File: src/rtl/pwm_ramp_ctrl.sv
// Duty-cycle ramp sequencer: one-shot ramps and lo/target bounce loops.
// Define PWM_RAMP_DWELL_EN to add an endpoint dwell (HOLD) in loop mode.
module pwm_ramp_ctrl #(
  parameter int DUTY_W      = 8,
  parameter int DIV_W       = 16,
  parameter int DWELL_STEPS = 4
) (
  input  logic              clk,
  input  logic              rst,
  input  logic              start,
  input  logic              stop,
  input  logic              load,
  input  logic [DUTY_W-1:0] load_val,
  input  logic [DUTY_W-1:0] target,
  input  logic [DUTY_W-1:0] lo_bound,
  input  logic [DUTY_W-1:0] step,
  input  logic [DIV_W-1:0]  interval,
  input  logic              loop_mode,
  output logic [DUTY_W-1:0] duty_out,
  output logic              busy,
  output logic              dir_up,
  output logic              done
);

`ifdef PWM_RAMP_DWELL_EN
  typedef enum logic [1:0] {IDLE, UP, DOWN, HOLD} state_t;
  localparam state_t TO_UP = HOLD;
  localparam state_t TO_DN = HOLD;
  localparam int DW_W = DIV_W + $clog2(DWELL_STEPS + 1) + 1;
`else
  typedef enum logic [1:0] {IDLE, UP, DOWN} state_t;
  localparam state_t TO_UP = UP;
  localparam state_t TO_DN = DOWN;
`endif

  state_t            state_q, state_d;
  logic [DUTY_W-1:0] duty_q, duty_d;
  logic              dir_q, dir_d;
  logic              done_q, done_d;
  logic [DIV_W-1:0]  cnt_q, cnt_d;
  logic [DUTY_W-1:0] tgt_q, tgt_d;
  logic [DUTY_W-1:0] lo_q, lo_d;
  logic [DUTY_W-1:0] stp_q, stp_d;
  logic [DIV_W-1:0]  ivl_q, ivl_d;
  logic              loop_q, loop_d;

`ifdef PWM_RAMP_DWELL_EN
  logic [DW_W-1:0] dw_q, dw_d, hold_last;
  assign hold_last = DW_W'(DWELL_STEPS)
                   * (DW_W'(ivl_q) + DW_W'(1))
                   - DW_W'(1);
`endif

  logic              tick;
  logic              loop_in;
  logic [DUTY_W-1:0] stp_in;
  logic [DUTY_W:0]   sum;
  logic [DUTY_W:0]   lim;
  logic [DUTY_W-1:0] end_v;
  logic [DUTY_W-1:0] up_v;
  logic [DUTY_W-1:0] dn_v;

  assign tick    = (cnt_q == ivl_q);
  assign stp_in  = (step == '0) ? DUTY_W'(1) : step;
  assign loop_in = loop_mode && (lo_bound < target);
  assign end_v   = loop_q ? lo_q : tgt_q;
  // Sums carry one extra bit so neither edge can wrap.
  assign sum  = {1'b0, duty_q} + {1'b0, stp_q};
  assign lim  = {1'b0, end_v} + {1'b0, stp_q};
  assign up_v = (sum > {1'b0, tgt_q}) ? tgt_q
                                      : sum[DUTY_W-1:0];
  assign dn_v = ({1'b0, duty_q} < lim) ? end_v
                                       : duty_q - stp_q;

  always_comb begin
    state_d = state_q;
    duty_d  = duty_q;
    dir_d   = dir_q;
    done_d  = 1'b0;
    cnt_d   = cnt_q;
    tgt_d   = tgt_q;
    lo_d    = lo_q;
    stp_d   = stp_q;
    ivl_d   = ivl_q;
    loop_d  = loop_q;
`ifdef PWM_RAMP_DWELL_EN
    dw_d    = dw_q;
`endif
    if (stop) begin
      state_d = IDLE;
    end else if (start) begin
      tgt_d  = target;
      lo_d   = lo_bound;
      stp_d  = stp_in;
      ivl_d  = interval;
      loop_d = loop_in;
      cnt_d  = '0;
      if (target > duty_q) begin
        state_d = UP;
        dir_d   = 1'b1;
      end else if (target < duty_q || loop_in) begin
        state_d = DOWN;
        dir_d   = 1'b0;
      end else begin
        state_d = IDLE;
        done_d  = 1'b1;
      end
    end else begin
      unique case (state_q)
        IDLE: begin
          if (load) duty_d = load_val;
        end
        UP: begin
          if (tick) begin
            cnt_d  = '0;
            duty_d = up_v;
            if (up_v == tgt_q) begin
              if (loop_q) begin
                dir_d   = 1'b0;
                state_d = TO_DN;
`ifdef PWM_RAMP_DWELL_EN
                dw_d    = '0;
`endif
              end else begin
                state_d = IDLE;
                done_d  = 1'b1;
              end
            end
          end else begin
            cnt_d = cnt_q + DIV_W'(1);
          end
        end
        DOWN: begin
          if (tick) begin
            cnt_d  = '0;
            duty_d = dn_v;
            if (dn_v == end_v) begin
              if (loop_q) begin
                dir_d   = 1'b1;
                state_d = TO_UP;
`ifdef PWM_RAMP_DWELL_EN
                dw_d    = '0;
`endif
              end else begin
                state_d = IDLE;
                done_d  = 1'b1;
              end
            end
          end else begin
            cnt_d = cnt_q + DIV_W'(1);
          end
        end
`ifdef PWM_RAMP_DWELL_EN
        HOLD: begin
          if (dw_q == hold_last) begin
            state_d = dir_q ? UP : DOWN;
            cnt_d   = '0;
          end else begin
            dw_d = dw_q + DW_W'(1);
          end
        end
`endif
        default: state_d = IDLE;
      endcase
    end
  end

  always_ff @(posedge clk) begin
    if (rst) begin
      state_q <= IDLE;
      duty_q  <= '0;
      dir_q   <= 1'b1;
      done_q  <= 1'b0;
      cnt_q   <= '0;
      tgt_q   <= '0;
      lo_q    <= '0;
      stp_q   <= DUTY_W'(1);
      ivl_q   <= '0;
      loop_q  <= 1'b0;
`ifdef PWM_RAMP_DWELL_EN
      dw_q    <= '0;
`endif
    end else begin
      state_q <= state_d;
      duty_q  <= duty_d;
      dir_q   <= dir_d;
      done_q  <= done_d;
      cnt_q   <= cnt_d;
      tgt_q   <= tgt_d;
      lo_q    <= lo_d;
      stp_q   <= stp_d;
      ivl_q   <= ivl_d;
      loop_q  <= loop_d;
`ifdef PWM_RAMP_DWELL_EN
      dw_q    <= dw_d;
`endif
    end
  end

  assign duty_out = duty_q;
  assign busy     = (state_q != IDLE);
  assign dir_up   = dir_q;
  assign done     = done_q;

endmodule

File: config.mk
export PLATFORM = sky130hd
export DESIGN_NAME = pwm_ramp_ctrl
export DESIGN_NICKNAME = d
export VERILOG_FILES = /design/src/rtl/pwm_ramp_ctrl.sv
export SDC_FILE = /design/constraint.sdc
export NUM_CORES = 1
export LEC_CHECK = 0
export CAP_MARGIN = 0
export CORE_AREA = 2 2 104 106
export CTS_CLUSTER_SIZE = 10
export DETAILED_ROUTE_END_ITERATION = 7
export DIE_AREA = 0 0 106 108
export GPL_TIMING_DRIVEN = 0
export PLACE_DENSITY = 0.78
export SKIP_LAST_GASP = 1
export SLEW_MARGIN = 20
export SYNTH_ARGS = -nofsm -noshare
export SYNTH_HDL_FRONTEND = slang
export SYNTH_SLANG_ARGS = --single-unit
File: constraint.sdc
create_clock -name clk -period 8.31 [get_ports clk]
set_input_delay 1.662 -clock clk [delete_from_list [all_inputs] [get_ports clk]]
set_output_delay 1.662 -clock clk [all_outputs]
set_load 0.01 [all_outputs]
======== After elaboration in Yosys (flattened, before gate mapping) ========
Index checks and enable logic that the tools add are counted.
word-level totals
  register bits ........................... 69
  input bits .............................. 54
  output and inout port bits .............. 11
  word-level logic and storage cells ...... 92
cells by class
  add/sub/neg operators ................... 4
  $lt $le $gt $ge ......................... 5
  eq/ne operators ......................... 16
  mux-type cells .......................... 40
  bitwise logic cells ..................... 2
  reduce and logical (&&, ||, !) cells .... 15
operators by type and width
  operator                                                          number
  8-bit 2-to-1 mux                                                  7
  16-bit 2-to-1 mux                                                 3
  8-bit case mux with 3 select lines                                1
  8-bit by 8-bit adder with 9-bit output                            2
  1-bit 2-to-1 mux                                                  18
  3-bit != test (second input constant)                             6
  16-bit by 1-bit adder with 16-bit output (second input constant)  1
  16-bit equality test                                              1
  8-bit equality test                                               2
  8-bit less-than comparator                                        2
  2-bit 2-to-1 mux                                                  8
  9-bit by 8-bit greater-than comparator with 1-bit output          1
  8-bit by 9-bit less-than comparator with 1-bit output             1
  9-bit AND reduction                                               1
  8-bit greater-than comparator                                     1
  8-bit zero test                                                   1
  2-bit != test (second input constant)                             4
  8-bit subtractor                                                  1
  2-bit case mux with 3 select lines                                1
  6-bit AND reduction                                               1
  3-bit nonzero test                                                2
  5-bit AND reduction                                               1
  1-bit case mux with 2 select lines                                2
  2-bit AND reduction                                               2
  9 further kinds                                                   12

======== Longest topological paths before layout ========
  word-level depth ........................ 9
  mapped depth ............................ 21
  gate-level depth less buffers ........... 18

======== Worst setup path after synthesis ========
No wires, ideal clock.
  path type ............................... reg-to-reg
  start point ............................. register loop_q
  end point ............................... register duty_q[1], in the netlist duty_out[1]
  setup time .............................. 0.154 ns
  data arrival time ....................... 4.010 ns
  required time ........................... 8.156 ns
  setup slack ............................. 4.146 ns
  cell stages (with the launch flop) ...... 22
  path buffers ............................ 3
  clock period less this slack ............ 4.164 ns
  path through ............................ dfxtp_1 clkbuf_1 buf_2 mux2i_1 inv_1 ha_1 a21o_1 a21oi_1 o21bai_1 a21oi_1 o21bai_1 a21oi_1 xor2_1 ha_1 nand2_1 o21ai_0 a21oi_1 a211oi_1 clkbuf_2 mux2_2 a221oi_1 a2111oi_0
on the way
  cells in the longest elaborated chain, start to end .. 6
ends and longest elaborated chain
  item                                                   line  source
  start: declaration                                     45    logic loop_q, loop_d;
  start signal: assignment                               193   loop_q <= loop_d;
  8-bit 2-to-1 mux (*)                                   66    assign end_v = loop_q ? lo_q : tgt_q;
  8-bit by 8-bit adder with 9-bit output                 69    assign lim = {1'b0, end_v} + {1'b0, stp_q};
  8-bit by 9-bit less-than comparator with 1-bit output  72    assign dn_v = ({1'b0, duty_q} < lim) ? end_v
  8-bit 2-to-1 mux (*)                                   72
  8-bit 2-to-1 mux (*)                                   134   if (tick) begin
  8-bit case mux with 3 select lines (*)                 109   unique case (state_q)
  end signal: assignment                                 185   duty_q <= duty_d;
  end: declaration                                       37    logic [DUTY_W-1:0] duty_q, duty_d;
Mark *: on every way between the ends. The rest lies on a longest branch, timed or not. The select of a mux whose other input is x is not followed.
A chain may end at the register's enable or synchronous reset.

======== Worst setup path in the final report ========
Same ends and word-level chain as after synthesis.

==> key figures <==
Status
  – Status: complete, no violations

Drt
  – Routed wire length: 16900 um
  – DR DRC count: 0
  – DR pass1 iterations: 5
  – Initial DRC count: 471
  – Vias per Instance: 5.93
  – Post-DRT Antenna Nets: 0
  – Vias: 5444
  – Routed wire length per instance: 18.4 um

Timing
  – Setup Skew: 13.3 ps
  – Setup_tns: 0 ps
  – Final Setup Violations: 0
  – Rel. slew slack: 43.3%
  – Final worst path period share: 59.8%
  – Crit path time final: 4970 ps
  – Pins Over Slew Limit: 0
  – RSZ-0062 raised after global routing: no
  – Max Clock Freq: 201 MHz
  – Worst slew pin tran: 843 ps
  – Hold Fails Final Rpt: 0

Cells and area
  – Commonest cells after routing, fill and taps aside: 113 x nand2_1, 69 x dfxtp_1, 62 x a21oi_1, 62 x clkdlybuf4s50_1
  – Nets@finish: 892
  – Area added between synthesis and finish: 18.0%
  – Layout cells sized above 1: 4.73%
  – Diode count: 0
  – Leading cell type in the layout, fill and taps excluded: nand2_1

Yosys
  – Yosys reg bits: 69
  – Cell Area, Synth: 5500 um2
  – Netlist cell types: 68
  – Main flop type after synthesis: dfxtp_1
  – Ys async rst share: 0%
  – Mapped Nets: 819
  – EDFF count, synth: 0
  – Synthesized instance count: 705
  – Average size of a mapped cell: 7.80 um2
  – Register area share after synthesis: 25.1%
  – Yosys warnings: 0

Critical path
  – Crit path max-delay family: compound AO/OA/AOI/OAI gates
  – Critical Path Start Type: register
  – Crit Path Category: register to register
  – WP data required: 8500 ps
  – CP max stage delay: 440 ps
  – Worst EP arrival: 5160 ps
  – Worst-path maximum fanout: 10
  – CP Capture Type: register
  – CP Cell Sequence: clkbuf_1 > buf_2 > mux2i_1 > inv_1 > ha_1 > a21o_1 > a21oi_1 > o21bai_1 > a21oi_1 > o21bai_1 > a21oi_1 > xor2_1 > ha_1 > nand2_1 > o21ai_0 > a21oi_1 > a211oi_1 > clkbuf_2 > mux2_2 > a221oi_1 > a2111oi_0
  – Crit path buf inv count: 4
  – Crit path top cell by count: a21oi_1
  – Crit-path slowest cell: mux2i_1

Die
  – DIE HEIGHT: 108 um
  – DIE AREA: 11400 um2
  – Die Wd: 106 um
  – Row cnt: 37
  – Top Ports: 65
  – Core Area: 10200 um2
  – Starting Density: 53.8%

Global route
  – Global-route usage over all layers: 30.2%
  – Global route overflow: 0
  – First-pass GRT wire length: 26800 um
  – Largest net degree at the start of global routing: 13
  – Vias in the first global route: 5252
  – Initial antenna violation count: 0

Power and ir drop
  – Pleak: 0.00261 uW
  – Worst VDD drop: 95.1 uV
  – Power Total: 967 uW
  – Pwr/cell area: 149 nW/um2

Placement
  – Post-DP HPWL: 13400 um
  – Routability Congestion: 0.953
  – I/O Buffers: 62

Clock tree
  – Clk sinks: 69
  – Resize count post-CTS: 0
  – CTS max path bufs: 2
  – Worst-Skew Late Latency: 360 ps
  – H-tree depth: 3
  – CTS tree: done
  – Hold buffer count at CTS: 0
  – Post-CTS Setup Bufs: 0
  – Clk slew on worst S/H paths: 80 ps
  – Clk root buf: clkbuf_8
  – TritonCTS Buffers: 9

Worst hold path
  – Worst hold path type: register to register

Run
  – Max cap viols: 0
path summary, 6_finish.rpt:
kind                              start           to  slack (ps)  cells past startpoint
worst max-delay path             loop_q  duty_out[1]        3340                     21
worst min-delay path            lo_q[5]      lo_q[5]         470                      2
worst max register to register   loop_q  duty_out[1]        3340                     21
worst min register to register  lo_q[5]      lo_q[5]         470                      2
flip-flops by register name, summed over array words and instances, names as in the netlist:
| signal | cells |
|---|---|
| cnt_q | 16 |
| dir_up | 1 |
| done | 1 |
| duty_out | 8 |
| ivl_q | 16 |
| lo_q | 8 |
| loop_q | 1 |
| state_q | 2 |
| stp_q | 8 |
| tgt_q | 8 |
routing by layer:
metal	track usage (%)	part of all wire, %
met1	38.3	43
met2	52.9	48
met3	3.98	6.5
met4	10.8	2.5
met5	0	0
tightest hold or removal path, cell delays in order, from the launching register on:
cell     delay (ps)
dfxtp_1         310
nand2_1          50
a21oi_1          60
logic make-up (layout without fill, tap and decap cells):
family / count (synthesis) / after routing / synth area share [%]
AO/OA/AOI/OAI: 165 / 165 / 20.3
XOR/XNOR: 59 / 59 / 9.78
adder cells (fa/ha/maj): 60 / 60 / 14.1
buffers and inverters: 89 / 166 / 6.53
flip-flops: 69 / 69 / 25.1
multiplexers: 23 / 23 / 4.23
AND/OR/NAND/NOR: 240 / 240 / 20.0
cells in the mapped netlist (all sizes together) (9+ instances only):
| cell | number | area (um2) |
|---|---|---|
| nand2 | 113 | 424 |
| inv | 57 | 214 |
| xnor2 | 43 | 377 |
| nor2 | 53 | 199 |
| nor2b | 9 | 56.3 |
| o21ai | 27 | 135 |
| clkbuf | 24 | 91.3 |
| mux2i | 21 | 210 |
| a21oi | 63 | 319 |
| dfxtp | 69 | 1380 |
| nor3 | 9 | 45.0 |
| nand4 | 12 | 75.1 |
| a221oi | 9 | 85.1 |
| ha | 57 | 713 |
| xor2 | 15 | 139 |
through the flow:
stage	std cells	utilization [%]	setup slack (ps)	hold WS (ps)	area, um2
2_1_floorplan	705	-	4150	436	5500
3_5_place_dp	903	61.5	3380	459	6290
5_1_grt	918	63.4	2950	490	6490
3_3_place_gp	903	61.5	3510	451	6290
4_1_cts	918	63.4	3340	468	6490
6_report	918	63.4	3340	465	6490
power breakdown:
group	total (uW)	internal [uW]	switching [uW]
Sequential	362	344	18.2
Clock	281	146	135
Combinational	324	142	182
layout make-up:
| class | instances | area [um2] |
|---|---|---|
| clock buffer | 10 | 138 |
| sequential | 69 | 1380 |
| inverter | 57 | 214 |
| tap | 136 | 170 |
| clock inverter | 5 | 60.1 |
| fill | 934 | 3740 |
| multi-input combinational | 547 | 3760 |
| timing repair buffer | 62 | 621 |
| buffer | 32 | 145 |
(Power assumes the default switching activity.)
